File: src/rtl/act_share_arbiter.sv
// Round-robin arbiter sharing one pipelined activation unit among NUM_REQ requesters.
// Issued samples carry a requester tag delayed by ACT_LATENCY to route unit results back.
module act_share_arbiter #(
  parameter int NUM_REQ     = 4,
  parameter int DATA_WIDTH  = 16,
  parameter int ACT_LATENCY = 1,
  parameter int BURST_LEN   = 2,
  parameter int ID_W        = (NUM_REQ > 2) ? $clog2(NUM_REQ) : 1
) (
  input  logic                          i_clk,
  input  logic                          i_rst_n,
  input  logic                          i_enable,
  input  logic [NUM_REQ-1:0]            i_req_valid,
  input  logic [NUM_REQ*DATA_WIDTH-1:0] i_req_data,
  output logic [NUM_REQ-1:0]            o_req_ready,
  output logic [DATA_WIDTH-1:0]         o_act_data_in,
  output logic                          o_act_valid_in,
  input  logic [DATA_WIDTH-1:0]         i_act_data_out,
  input  logic                          i_act_valid_out,
  output logic [NUM_REQ-1:0]            o_rsp_valid,
  output logic [DATA_WIDTH-1:0]         o_rsp_data,
  output logic [ID_W-1:0]               o_rsp_id,
  output logic                          o_busy
);
  localparam int BCW = $clog2(BURST_LEN) + 1;

  typedef enum logic {S_IDLE, S_LOCKED} state_t;

  state_t                              r_state, w_state_nxt;
  logic [ID_W-1:0]                     r_owner, w_owner_nxt;
  logic [ID_W-1:0]                     r_rr_ptr, w_rr_ptr_nxt;
  logic [BCW-1:0]                      r_beat_cnt, w_beat_cnt_nxt;
  logic                                w_found;
  logic [ID_W-1:0]                     w_rr_idx;
  logic [ID_W-1:0]                     w_grant_id;
  logic                                w_xfer;
  int                                  w_idx;
  logic [NUM_REQ-1:0][DATA_WIDTH-1:0]  w_req_data;
  logic [ACT_LATENCY-1:0]              r_tag_vld;
  logic [ACT_LATENCY-1:0][ID_W-1:0]    r_tag_id;
  logic                                w_tag_vld_last;
  logic [ID_W-1:0]                     w_tag_id_last;

  function automatic logic [ID_W-1:0] f_next(input logic [ID_W-1:0] id);
    if (int'(id) == NUM_REQ - 1) return '0;
    return id + 1'b1;
  endfunction

  assign w_req_data = i_req_data;

  // First valid requester at or above rr_ptr, wrapping modulo NUM_REQ.
  always_comb begin
    w_found  = 1'b0;
    w_rr_idx = r_rr_ptr;
    w_idx    = 0;
    for (int k = 0; k < NUM_REQ; k++) begin
      w_idx = int'(r_rr_ptr) + k;
      if (w_idx >= NUM_REQ) w_idx = w_idx - NUM_REQ;
      if (!w_found && i_req_valid[w_idx]) begin
        w_found  = 1'b1;
        w_rr_idx = ID_W'(w_idx);
      end
    end
  end

  always_comb begin
    o_req_ready = '0;
    w_grant_id  = r_owner;
    if (i_rst_n && i_enable) begin
      if (r_state == S_LOCKED) begin
        o_req_ready[r_owner] = 1'b1;
      end else if (w_found) begin
        o_req_ready[w_rr_idx] = 1'b1;
        w_grant_id            = w_rr_idx;
      end
    end
  end

  assign w_xfer         = |(o_req_ready & i_req_valid);
  assign o_act_valid_in = w_xfer;
  assign o_act_data_in  = w_xfer ? w_req_data[w_grant_id] : '0;

  always_comb begin
    w_state_nxt    = r_state;
    w_owner_nxt    = r_owner;
    w_rr_ptr_nxt   = r_rr_ptr;
    w_beat_cnt_nxt = r_beat_cnt;
    if (i_enable) begin
      case (r_state)
        S_IDLE: begin
          if (w_xfer) begin
            w_owner_nxt    = w_grant_id;
            w_beat_cnt_nxt = BCW'(1);
            if (BURST_LEN == 1) w_rr_ptr_nxt = f_next(w_grant_id);
            else                w_state_nxt  = S_LOCKED;
          end
        end
        S_LOCKED: begin
          if (w_xfer) begin
            w_beat_cnt_nxt = r_beat_cnt + 1'b1;
            if (int'(r_beat_cnt) + 1 == BURST_LEN) begin
              w_state_nxt  = S_IDLE;
              w_rr_ptr_nxt = f_next(r_owner);
            end
          end else begin
            // Owner dropped valid: release the lock, costing one bubble.
            w_state_nxt  = S_IDLE;
            w_rr_ptr_nxt = f_next(r_owner);
          end
        end
        default: w_state_nxt = S_IDLE;
      endcase
    end
  end

  always_ff @(posedge i_clk or negedge i_rst_n) begin
    if (!i_rst_n) begin
      r_state    <= S_IDLE;
      r_owner    <= '0;
      r_rr_ptr   <= '0;
      r_beat_cnt <= '0;
    end else begin
      r_state    <= w_state_nxt;
      r_owner    <= w_owner_nxt;
      r_rr_ptr   <= w_rr_ptr_nxt;
      r_beat_cnt <= w_beat_cnt_nxt;
    end
  end

  // Tag shift register mirrors the activation unit's pipeline depth.
  always_ff @(posedge i_clk or negedge i_rst_n) begin
    if (!i_rst_n) begin
      r_tag_vld <= '0;
      r_tag_id  <= '0;
    end else begin
      r_tag_vld[0] <= w_xfer;
      r_tag_id[0]  <= w_grant_id;
      for (int s = 1; s < ACT_LATENCY; s++) begin
        r_tag_vld[s] <= r_tag_vld[s-1];
        r_tag_id[s]  <= r_tag_id[s-1];
      end
    end
  end

  assign w_tag_vld_last = r_tag_vld[ACT_LATENCY-1];
  assign w_tag_id_last  = r_tag_id[ACT_LATENCY-1];

  always_comb begin
    o_rsp_valid = '0;
    if (i_rst_n && i_act_valid_out && w_tag_vld_last) o_rsp_valid[w_tag_id_last] = 1'b1;
  end

  assign o_rsp_id   = i_rst_n ? w_tag_id_last : '0;
  assign o_rsp_data = i_rst_n ? i_act_data_out : '0;
  assign o_busy     = o_act_valid_in | (|r_tag_vld);

  // The unit's valid must line up with the tag pipe; the tag still gates routing if not.
  a_tag_align: assert property (@(posedge i_clk) disable iff (!i_rst_n)
    i_act_valid_out == w_tag_vld_last);

endmodule

File: config.mk
export PLATFORM = sky130hd
export DESIGN_NAME = act_share_arbiter
export DESIGN_NICKNAME = d
export VERILOG_FILES = /design/src/rtl/act_share_arbiter.sv
export SDC_FILE = /design/constraint.sdc
export NUM_CORES = 1
export LEC_CHECK = 0
export BUFFER_PORTS_ARGS = -buffer_cell sky130_fd_sc_hd__buf_2
export CELL_PAD_IN_SITES_DETAIL_PLACEMENT = 1
export CELL_PAD_IN_SITES_GLOBAL_PLACEMENT = 1
export CORE_MARGIN = 8
export CORE_UTILIZATION = 23
export DETAILED_ROUTE_END_ITERATION = 10
export GPL_TIMING_DRIVEN = 0
export PLACE_DENSITY = 0.78
export SYNTH_ARGS = -nofsm -noshare
export SYNTH_HDL_FRONTEND = slang
export SYNTH_SLANG_ARGS = --single-unit
File: constraint.sdc
create_clock -name i_clk -period 1.9 [get_ports i_clk]
set_input_delay 0.19 -clock i_clk [delete_from_list [all_inputs] [get_ports i_clk]]
set_output_delay 0.19 -clock i_clk [all_outputs]
set_load 0.005 [all_outputs]
==> key figures <==
Timing
  • RSZ-0062 raised after global routing: yes
  • Final Critical Period: 2400 ps
  • Max frequency: 417 MHz
  • Final Cycle Share: 126%
  • Min Hold Slack: 278 ps
  • Number of max-slew violations in the final report: 0
  • Worst Slack Setup Final: -498 ps
  • Final setup fails: 26
  • Tightest Pin Transition: 481 ps
  • Final Hold Viols: 0
  • Setup TNS: -9510 ps
  • Slew headroom: 67.9%
  • Layout Skew: 1.88 ps

Power
  • Leak: 0.00155 µW
  • PD cells: 1290 nW/µm²
  • VDD IR max: 543 µV

GRT
  • Initial antenna violation count: 0
  • GR Util All Layers: 16.4%
  • First-pass GRT wire length: 13000 µm
  • Total gr overflow: 0
  • Pin count of the biggest net entering global routing: 11
  • Vias in the first global route: 2559

Min path
  • HP Start: i_enable
  • Hold WC Path Type: in2reg
  • Hold Crit Endpoint: r_state$_DFFE_PN0P_
  • Hold path depth: 2

Worst setup path
  • CP max FO: 5
  • Crit end category: output port
  • Reg2reg path depth: 9
  • Crit-path max cell delay: 430 ps
  • Critical path class: reg2out
  • Crit path cell chain: inv_4, and3_4, o41a_1, buf_4, o22a_4, buf_12, a311oi_2, buf_2
  • WP data required: 1710 ps
  • RR Endpoint: r_beat_cnt[0]$_DFFE_PN0P_
  • Critical Path Start: r_rr_ptr[1]$_DFFE_PN0P_
  • Crit path DAT: 2210 ps
  • Setup crit start kind: register
  • R2r setup slk: -190 ps
  • Max stage delay cell, worst path: o41a_1
  • Worst r2r src: r_rr_ptr[1]$_DFFE_PN0P_

Finish
  • Share of post-route cells with drive strength above 1: 67.5%
  • Post-layout util: 48.1%
  • # fillers: 798
  • Final nets: 458
  • Layout area overhead: 106%
  • Register area: 254 µm²
  • Non-filler instance count after layout: 443
  • # diodes: 0
  • Area occupied by multi-input gates: 1560 µm²

Clocking
  • Longest Clk Path Bufs: 2
  • CTS tree: done
  • CTS root buf: clkbuf_8
  • Reg clk slew, reported paths: 50 ps
  • Clk_lat worst skew: 230 ps
  • H-tree lvl count: 1
  • Clock sink total: 10
  • CTS buffer count: 3

Floorplan
  • Starting density of the core: 23.4%
  • Die area: 9730 µm²
  • Rows: 30
  • Die Y: 98.7 µm
  • Die Wd: 98.7 µm
  • Io pins: 132
  • Core area: 6720 µm²

Run
  • Max-cap viol count: 0

Synthesis
  • Unique masters post-synth: 41
  • Synth top area share: 15.9%
  • Synthesis-stage register bit count: 10
  • Syn_nets: 293
  • Synth Area per Inst: 7.86 µm²
  • Sequential share of the synthesized area: 15.9%
  • Gate Count Post-Synth: 200
  • Mapped Area: 1570 µm²
  • Synth area leaders: dfrtp_1 16%, and2_1 14%, a221oi_2 12%
  • Leading area contributor after synthesis: dfrtp_1
  • Synth warn: 0

Placed design
  • DPL Wire Length: 5940 µm
  • Placed cells: 409
  • GP Congestion: 0.798
  • I/O Buffers: 129
  • Dpl ws: -869 ps

Status
  • Failing checks: setup timing
  • Outcome: complete, but fails checks

Drt
  • Routed WL per cell: 19.0 µm
  • Met2 WL: 4780 µm
  • 1st-iter DRT viols: 32
  • Pre-Repair DR Iteration Count: 4
  • DR DRC count: 0
  • Metal3 WL: 528 µm
  • Vias per inst: 5.00
  • Routed vias: 2216
  • M1 WL: 3010 µm
  • Routed WL: 8420 µm
  • Final ANT Viol Nets: 0
  • Top Metal Used: met4
synth_stat cells, drive strengths merged:
library cell  instances
and3                  1
inv                  11
a211oi                1
a221oi               16
clkbuf                6
and2                 36
nand3b                1
o211ai                1
mux2i                 1
o21ba                 1
nand2b                2
dfrtp                10
nor2                  5
o22a                  2
o21ai                 3
nand3                 2
a311oi               16
o22ai                 2
a21oi                 5
a211o                 1
o211a                 1
buf                  10
nor2b                 4
ha                    5
nand4                 1
nor3                  5
o41a                  1
a22oi                 3
o2111a                1
mux2                  5
a21boi                1
nand2                38
o311ai                1
nor4                  1
registers in the layout (all words and copies together) (netlist names):
| name | flops |
|---|---|
| r_tag_vld | 1 |
| r_tag_id | 2 |
| r_rr_ptr | 2 |
| r_state | 1 |
| r_owner | 2 |
| r_beat_cnt | 2 |
what timing repair did:
item	in CTS	in global routing
pin swaps	19	7
setup endpoints to repair	28	25
cloned	5	1
gates resized for setup	58	25
buffers inserted	17	7
hold buffers	1	0
endpoints found under the hold margin	10	0
kinds of logic (layout without fill, tap and decap cells):
| logic type | after synthesis | in the layout | share of synthesized area [%] |
|---|---|---|---|
| AND/OR/NAND/NOR | 96 | 96 | 32.5 |
| multiplexers | 6 | 6 | 4.22 |
| AO/OA/AOI/OAI | 56 | 56 | 34.9 |
| flip-flops | 10 | 10 | 15.9 |
| buffers and inverters | 27 | 190 | 8.52 |
| adder cells (fa/ha/maj) | 5 | 5 | 3.98 |
how the worst max path moves through the flow:
stage / to / slack (ps) / cells past startpoint
after floorplan: o_act_data_in[10] / -50 / 6
after global placement: o_act_data_in[10] / -820 / 9
after detailed placement: o_act_data_in[10] / -870 / 10
after CTS: o_act_data_in[12] / -450 / 7
after global routing: o_act_data_in[6] / -570 / 10
final: o_act_data_in[10] / -500 / 8
power breakdown:
group	leakage, µW	internal, µW	switching (µW)	total (µW)
sequential	0.000118	317	121	438
combinational	0.00141	1810	1690	3500
clock	0.0000216	138	79.4	218
worst max-delay path: cells and delay by family (launching register included):
kind | cells | cell delay (ps)
flops | 1 | 390
buf+inv | 4 | 520
compound gates | 3 | 900
simple gates | 1 | 140
final cells by class:
type	instances	share of cell area, %
Clock buffer	3	1.28
Sequential cell	10	7.86
Timing Repair Buffer	160	31.4
Buffer	16	6.47
Inverter	11	1.51
Multi-Input combinational cell	163	48.4
Tap cell	80	3.10
per-layer routing:
layer  GRT usage, %  vias to the layer above
li1               -                     1069
met1           15.3                     1063
met2           34.1                       76
met3           4.16                        8
met4           3.54                        0
met5              0                        -
cells in the final DEF (no fill, tap or decap), types with 3 or more instances in the layout:
cell type and n:
nor2_1 5, dfrtp_2 3, clkbuf_1 3, buf_4 21, clkbuf_16 3, nand2_1 32
buf_6 10, buf_12 5, dfrtp_1 7, clkbuf_8 4, buf_2 128, a22oi_1 3
a221oi_2 5, a311oi_2 16, inv_1 7, inv_4 3, a221oi_4 11, and2_1 36
mux2_4 4, a21oi_1 3, ha_1 4, nand2_2 5
stage by stage:
stage | area (µm²) | power (µW)
6_report | 3230 | 4160
5_1_grt | 3230 | 4440
4_1_cts | 3030 | 3780
3_5_place_dp | 2460 | 2590
3_3_place_gp | 2460 | 2510
2_1_floorplan | 1710 | 1950
No activity file was read; power rests on OpenSTA's default activity.
